$ cat config.mk
export PLATFORM = sky130hd
export DESIGN_NAME = acc_alu_bus
export DESIGN_NICKNAME = d
export VERILOG_FILES = /design/src/rtl/acc_alu_bus.sv
export SDC_FILE = /design/constraint.sdc
export NUM_CORES = 1
export LEC_CHECK = 0
export ABC_AREA = 1
export CORE_UTILIZATION = 40
export DETAILED_ROUTE_END_ITERATION = 16
export MAX_ROUTING_LAYER = met4
export PLACE_DENSITY = 0.63
export RECOVER_POWER = 100
export SYNTH_ARGS = -nofsm -noshare
export SYNTH_HDL_FRONTEND = slang
export SYNTH_SLANG_ARGS = --single-unit
$ cat constraint.sdc
create_clock -name clk -period 3.4 [get_ports clk]
set_input_delay 1.02 -clock clk [delete_from_list [all_inputs] [get_ports clk]]
set_output_delay 1.02 -clock clk [all_outputs]
set_load 0.005 [all_outputs]
$ cat src/rtl/acc_alu_bus.sv
// Accumulator ALU with register-operand req/ack bus and timeout abort.
// One instruction in flight; IDLE -> (REQ) -> EXEC -> IDLE.
module acc_alu_bus #(
   parameter int DATA_W     = 4,
   parameter int REG_ADDR_W = 4,
   parameter int TIMEOUT    = 8
) (
   input  logic                  clk,
   input  logic                  rst_n,
   input  logic                  ena,
   input  logic                  instr_valid,
   output logic                  instr_ready,
   input  logic [3:0]            instr_op,
   input  logic [DATA_W-1:0]     instr_arg,
   output logic                  bus_req,
   output logic [REG_ADDR_W-1:0] bus_addr,
   input  logic                  bus_ack,
   input  logic [DATA_W-1:0]     bus_rdata,
   output logic [DATA_W-1:0]     acc,
   output logic                  flag_c,
   output logic                  flag_z,
   output logic                  flag_v,
   output logic                  done,
   output logic                  err,
   input  logic                  err_clr
);

   localparam logic [3:0] OP_NOP  = 4'h0;
   localparam logic [3:0] OP_ADDI = 4'h1;
   localparam logic [3:0] OP_SUBI = 4'h2;
   localparam logic [3:0] OP_LDI  = 4'h3;
   localparam logic [3:0] OP_ADD  = 4'h4;
   localparam logic [3:0] OP_SUB  = 4'h5;
   localparam logic [3:0] OP_AND  = 4'h6;
   localparam logic [3:0] OP_OR   = 4'h7;
   localparam logic [3:0] OP_XOR  = 4'h8;
   localparam logic [3:0] OP_LD   = 4'h9;
   localparam logic [3:0] OP_SHL  = 4'hA;
   localparam logic [3:0] OP_SHR  = 4'hB;
   localparam logic [3:0] OP_CLR  = 4'hC;
   localparam logic [3:0] OP_ADC  = 4'hD;

   localparam int CW  = (TIMEOUT < 2) ? 1 : $clog2(TIMEOUT);
   localparam int TM1 = (TIMEOUT > 0) ? TIMEOUT - 1 : 0;
   localparam logic [CW-1:0] TMAX = CW'(TM1);
   localparam int MSB = DATA_W - 1;

   typedef enum logic [1:0] {IDLE, REQ, EXEC} state_t;

   state_t                state_q, state_d;
   logic [3:0]            op_q, op_d;
   logic [REG_ADDR_W-1:0] addr_q, addr_d;
   logic [DATA_W-1:0]     opnd_q, opnd_d;
   logic [CW-1:0]         cnt_q, cnt_d;
   logic [DATA_W-1:0]     acc_q, acc_d;
   logic                  c_q, c_d, z_q, z_d, v_q, v_d;
   logic                  done_q, done_d, err_q, err_d;

   logic [DATA_W:0]   sum_w, dif_w;
   logic [DATA_W-1:0] res_w;
   logic              rc_w, rv_w, cin_w;
   logic              is_reg, is_ill;

   assign instr_ready = ena && (state_q == IDLE);
   assign bus_req     = (state_q == REQ);
   assign bus_addr    = addr_q;
   assign acc         = acc_q;
   assign flag_c      = c_q;
   assign flag_z      = z_q;
   assign flag_v      = v_q;
   assign done        = done_q;
   assign err         = err_q;

   assign is_reg = instr_op inside {OP_ADD, OP_SUB, OP_AND, OP_OR,
                                    OP_XOR, OP_LD, OP_ADC};
   assign is_ill = instr_op inside {4'hE, 4'hF};

   assign cin_w = (op_q == OP_ADC) ? c_q : 1'b0;
   assign sum_w = {1'b0, acc_q} + {1'b0, opnd_q} + {{DATA_W{1'b0}}, cin_w};
   assign dif_w = {1'b0, acc_q} - {1'b0, opnd_q};

   always_comb begin
      res_w = acc_q;
      rc_w  = 1'b0;
      rv_w  = 1'b0;
      unique case (op_q)
         OP_ADDI, OP_ADD, OP_ADC: begin
            res_w = sum_w[MSB:0];
            rc_w  = sum_w[DATA_W];
            rv_w  = (acc_q[MSB] == opnd_q[MSB]) && (res_w[MSB] != acc_q[MSB]);
         end
         OP_SUBI, OP_SUB: begin
            res_w = dif_w[MSB:0];
            rc_w  = dif_w[DATA_W];
            rv_w  = (acc_q[MSB] != opnd_q[MSB]) && (res_w[MSB] != acc_q[MSB]);
         end
         OP_LDI, OP_LD: res_w = opnd_q;
         OP_AND:        res_w = acc_q & opnd_q;
         OP_OR:         res_w = acc_q | opnd_q;
         OP_XOR:        res_w = acc_q ^ opnd_q;
         OP_SHL: begin
            res_w = {acc_q[MSB-1:0], 1'b0};
            rc_w  = acc_q[MSB];
         end
         OP_SHR: begin
            res_w = {1'b0, acc_q[MSB:1]};
            rc_w  = acc_q[0];
         end
         OP_CLR:  res_w = '0;
         default: res_w = acc_q;
      endcase
   end

   always_comb begin
      state_d = state_q;
      op_d    = op_q;
      addr_d  = addr_q;
      opnd_d  = opnd_q;
      cnt_d   = cnt_q;
      acc_d   = acc_q;
      c_d     = c_q;
      z_d     = z_q;
      v_d     = v_q;
      done_d  = 1'b0;
      err_d   = err_q && !err_clr;
      unique case (state_q)
         IDLE: begin
            if (instr_valid && instr_ready) begin
               op_d   = instr_op;
               addr_d = instr_arg[REG_ADDR_W-1:0];
               opnd_d = instr_arg;
               cnt_d  = '0;
               if (is_ill)      err_d   = 1'b1;
               else if (is_reg) state_d = REQ;
               else             state_d = EXEC;
            end
         end
         REQ: begin
            // ack takes priority over an expiring timeout
            if (bus_ack) begin
               opnd_d  = bus_rdata;
               state_d = EXEC;
            end else if (TIMEOUT != 0) begin
               if (cnt_q == TMAX) begin
                  state_d = IDLE;
                  err_d   = 1'b1;
               end else begin
                  cnt_d = cnt_q + CW'(1);
               end
            end
         end
         EXEC: begin
            state_d = IDLE;
            done_d  = 1'b1;
            if (op_q != OP_NOP) begin
               acc_d = res_w;
               c_d   = rc_w;
               v_d   = rv_w;
               z_d   = (res_w == '0);
            end
         end
         default: state_d = IDLE;
      endcase
   end

   always_ff @(posedge clk or negedge rst_n) begin
      if (!rst_n) begin
         state_q <= IDLE;
         op_q    <= '0;
         addr_q  <= '0;
         opnd_q  <= '0;
         cnt_q   <= '0;
         acc_q   <= '0;
         c_q     <= 1'b0;
         z_q     <= 1'b0;
         v_q     <= 1'b0;
         done_q  <= 1'b0;
         err_q   <= 1'b0;
      end else begin
         state_q <= state_d;
         op_q    <= op_d;
         addr_q  <= addr_d;
         opnd_q  <= opnd_d;
         cnt_q   <= cnt_d;
         acc_q   <= acc_d;
         c_q     <= c_d;
         z_q     <= z_d;
         v_q     <= v_d;
         done_q  <= done_d;
         err_q   <= err_d;
      end
   end

endmodule

### Word-level counts from Yosys, hierarchy flattened

Cells that the tools add are included.

| storage, ports and cells | value |
|---|---|
| output and inout bits | 15 |
| register bits after elaboration | 26 |

| cells by class | value |
|---|---|
| add/sub/neg operators | 4 |
| mux-type cells | 23 |
| equal/unequal tests | 35 |
| reduce and logical (&&, ||, !) cells | 20 |
| bitwise operators | 3 |

Operators with widths:

| cell | number |
|---|---|
| == test 4 bit (second input constant) | 11 |
| case mux 4 bit (9 select lines) | 1 |
| == test 4 x 3 -> 1 bit (second input constant) | 8 |
| two-way mux 2 bit | 5 |
| two-way mux 3 bit | 3 |
| == test 4 x 2 -> 1 bit (second input constant) | 2 |
| two-way mux 4 bit | 2 |
| case mux 4 bit (2 select lines) | 1 |
| nonzero test 7 bit | 1 |
| two-way mux 1 bit | 6 |
| inequality test 2 bit (second input constant) | 3 |
| case mux 3 bit (2 select lines) | 1 |
| AND reduction 3 bit | 2 |
| adder 4 x 4 -> 5 bit | 1 |
| adder 5 x 1 -> 5 bit | 1 |
| logical AND 1 bit | 5 |
| subtractor 4 x 4 -> 5 bit | 1 |
| bitwise AND 4 bit | 1 |
| == test 4 x 1 -> 1 bit (second input constant) | 1 |
| zero test 4 bit | 1 |
| inequality test 2 x 1 -> 1 bit (second input constant) | 2 |
| bitwise OR 4 bit | 1 |
| case mux 1 bit (2 select lines) | 2 |
| case mux 1 bit (4 select lines) | 1 |
| 17 further kinds | 22 |

### Logic depth before layout (Yosys ltp)

| logic depth | value |
|---|---|
| depth after elaboration | 6 |
| depth in mapped cells | 14 |
| depth with buffers taken out | 14 |

### Least setup slack after synthesis

Ideal clock, no wire load.

| timing | value |
|---|---|
| kind | input to output |
| start | input port ena |
| end | output port instr_ready |
| path buffers | 0 |
| cell stages on the path | 2 |
| required time | 2,380 ps |
| arrival | 1,162 ps |
| setup slack | 1,218 ps |
| cell sequence | inv_1 -> nor2_2 |

| on the way | value |
|---|---|
| longest elaborated chain between the ends | 1 |

Ends and longest elaborated chain:

| element | line | text |
|---|---|---|
| start, declared | 10 | `input logic ena,` |
| logical AND 1 bit | 64 | `assign instr_ready = ena && (state_q == IDLE);` |
| end, declared | 12 | `output logic instr_ready,` |

Every way passes these cells.

### Worst setup path after layout

Ends and elaborated chain as after synthesis.

==> flow_summary_export.csv <==
group,metric,value,unit
sta,max_clock_freq,0.3141,GHz
finish,flow.area_growth_from_synthesis,23.46,%
clock_network,clkSlewWorstSetupHoldPaths,0.10,ns
global_routing,via_count_of_the_first_global_routing_pass,1694,
clock_network,clockBufferDepth,2,
outcome,run_status,"complete, no violations",
worst_hold_path,worst_hold_path.endpoint,"flag_z$_DFFE_PN0P_",
setup_path,regToRegSetupSlack,1.13,ns
synth,synth.distinct_cells,25,
detailed_routing,drt.antenna.violating_nets,0,
setup_path,path_delay_family,"buffers and inverters",
detailed_routing,postRouteWirelength,4515,um
finish,finish.instance_area,2331,um2
finish,final_core_util,0.5245,
clock_network,clock-sinks,26,
synth,syn-num-nets,309,
worst_hold_path,holdPathStages,2,
worst_hold_path,min-delay-start,"flag_z$_DFFE_PN0P_",
detailed_routing,num_vias,1767,
placed_design,routabilityCongestion,0.8691,
finish,nets,345,
synth,primary_ff_master_synth,"sky130_fd_sc_hd__dfrtp_1",
global_routing,grt_antenna_before_repair,0,
finish,antennaDiodeCount,0,
setup_path,largest_stage_delay_worst_path,0.53,ns
setup_path,cp.arrival,2.16,ns
sta,grt_setup_unrepaired,"no",
synth,synth.ff_latch_count,26,
die,initial_core_util,0.4248,
sta,max-slew-margin-rel,0.04550,
clock_network,cts_hold_repair.buffers,0,
die,die_area,4999,um2
sta,final.period_utilization,0.9363,
detailed_routing,post_drt_via_cell_ratio,4.895,
synth,netlist.area_leader.share,0.3446,
finish,final_layout_size_suffix_gt1_frac,0.02589,
global_routing,first_pass_grt_wire_length,7838,um
die,placement_rows,24,
synth,synth_edf_count,0,
clock_network,clk_root_buffer_cell,"sky130_fd_sc_hd__clkbuf_8",
power,power_density,877.4,nW/um2
clock_network,tritoncts_clock_tree,"built",
clock_network,cts_max_level,1,
setup_path,worst-setup-path-type,"input pin to output port",
die,dieWidth,70.71,um
setup_path,crit_top_cell,"sky130_fd_sc_hd__clkdlybuf4s50_1",
clock_network,cts.repair.resized,0,
detailed_routing,first_pass_iters,4,
synth,ys_top_cells_by_count,"sky130_fd_sc_hd__nand2_1 (95), sky130_fd_sc_hd__inv_1 (38), sky130_fd_sc_hd__nor2_1 (33), sky130_fd_sc_hd__dfrtp_1 (26), sky130_fd_sc_hd__nand3_1 (19)",
sta,min_period,3.183,ns
power,worst_ir_drop_on_vdd,0.3089,mV
clock_network,post_cts_buffers,0,
sta,fin_setup_tns,0,ns
power,p_leak,1.244,nW
die,die_height,70.71,um
sta,number_of_slew_limit_violations_in_the_final_report,0,
setup_path,worstReg2RegEnd,"flag_z$_DFFE_PN0P_",
synth,synth.avg_cell_area,6.891,um2
sta,worst_hold_slack_after_final_layout,0.4897,ns
synth,syn-instance-count,274,
worst_hold_path,min-delay-path-class,"register to register",
synth,ys_seq_area_frac,0.3446,
setup_path,timing.critical_path.from_type,"input pin",
sta,setup_viol,0,
synth,syn-cell-area,1888,um2
setup_path,timing.critical_path.to_type,"output port",
die,core_area,4444,um2
clock_network,clk_latency,0.27,ns
clock_network,tritoncts.num_buffers,3,
job,drv_cap,0,
synth,synth_warnings,0,
global_routing,overflow,0,
setup_path,critical_path.reg2reg.startpoint,"op_q[1]$_DFFE_PN0P_",
synth,yosysTopAreaCell,"sky130_fd_sc_hd__dfrtp_1",
die,num_io_pins,33,
power,total_power,2.045,mW
placed_design,hpwl,3619,um
synth,yosysMostFrequentCell,"sky130_fd_sc_hd__nand2_1",
placed_design,detailed_place.area,2271,um2
detailed_routing,route.detailed.wl_per_inst,12.51,um
setup_path,reg2reg_depth,13,
setup_path,cpMaxStageDelayCell,"sky130_fd_sc_hd__clkdlybuf4s50_1",
detailed_routing,dr.first_iter.drc_count,94,
placed_design,place.port_buffers,32,
global_routing,pin_count_of_the_biggest_net_entering_global_routing,27,
global_routing,grt_use_total,0.2028,
setup_path,critical_path.n_buffers_inverters,3,
sta,worst-slew-pin-transition,1.432,ns
detailed_routing,detail_route.drc_violations,0,
synth,synth.top_cells.by_area,"sky130_fd_sc_hd__dfrtp_1 (34%), sky130_fd_sc_hd__nand2_1 (19%), sky130_fd_sc_hd__ha_1 (9.3%)",
setup_path,worstPathCellList,"clkdlybuf4s50_1 > inv_1 > nor2_1 > clkdlybuf4s50_1",
setup_path,critical_path.max_fanout,2,
setup_path,worst_ep_required_time,2.38,ns
sta,skew,0.007250,ns
sta,timing.final.hold_violations,0,
finish,final.fill_count,465,
synth,synthArstFlopShare,1.000,
-- worst max-delay path by stage --
stage	start	slack, ns	end	depth (start not counted)
finish	ena	0.22	instr_ready	4
global route	ena	0.15	instr_ready	4
CTS	ena	0.24	instr_ready	4
detailed placement	ena	0.24	instr_ready	4
global placement	ena	0.26	instr_ready	4
floorplan	ena	1.22	instr_ready	2
-- per-layer routing --
| metal | global-route usage | share of wire | up-vias |
|---|---|---|---|
| met5 | - | 0 | - |
| met1 | 0.2689 | 0.49 | 784 |
| met4 | 0.04667 | 0.0049 | 0 |
| met3 | 0.02137 | 0.035 | 2 |
| met2 | 0.3355 | 0.47 | 45 |
| li1 | - | - | 936 |
-- power breakdown --
part	internal, mW	switching [mW]
clock	0.158	0.102
combinational	0.468	0.729
sequential	0.436	0.152
total	1.06	0.983
-- area by class of cell --
class	instances	area, um2	area share
Timing Repair Buffer	33	324.1	0.1390
Sequential cell	26	650.6	0.2791
Clock inverter	1	30.03	0.01288
Inverter	39	146.4	0.06280
Tap cell	52	65.06	0.02791
Clock buffer	3	41.29	0.01771
Multi-Input combinational cell	207	1074	0.4605
-- metrics by stage --
stage               setup WS (ns)  instances
finish                     0.2166        361
global route               0.1507        361
global placement           0.2583        357
floorplan                   1.218        274
detailed placement         0.2405        357
CTS                        0.2390        361
-- state kept, by name, indices dropped and copies added (netlist names), 2 cells and up --
| signal | cells |
|---|---|
| acc | 4 |
| bus_addr | 4 |
| cnt_q | 3 |
| op_q | 4 |
| opnd_q | 4 |
| state_q | 2 |
-- layout by cell type (no fill, tap or decap), types with 4 or more instances in the layout --
master                            Yosys  routed
sky130_fd_sc_hd__dlygate4sd3_1        0      15
sky130_fd_sc_hd__a31oi_1              4       4
sky130_fd_sc_hd__nand3_1             19      19
sky130_fd_sc_hd__a21oi_1              5       5
sky130_fd_sc_hd__nand2_1             95      95
sky130_fd_sc_hd__clkdlybuf4s50_1      0      17
sky130_fd_sc_hd__o21ai_0             15      16
sky130_fd_sc_hd__inv_1               38      38
sky130_fd_sc_hd__ha_1                14      14
sky130_fd_sc_hd__nor2_1              33      34
sky130_fd_sc_hd__dfrtp_1             26      26
-- tightest hold or removal path: stages (launching register included) --
cell	delay, ns
sky130_fd_sc_hd__dfrtp_1	0.36
sky130_fd_sc_hd__nand2_1	0.05
sky130_fd_sc_hd__nand2_1	0.05
-- kinds of logic (layout without fill, tap and decap cells) --
family / Yosys count / in the layout / share of synthesized area
AOI/OAI and AO/OA: 31 / 31 / 0.09542
xor gates and xnor gates: 2 / 2 / 0.009279
adders and majority gates: 17 / 17 / 0.1246
buffers and inverters: 41 / 76 / 0.08284
DFF: 26 / 26 / 0.3446
and+or+nand+nor: 157 / 157 / 0.3433
(Power assumes the default switching activity.)
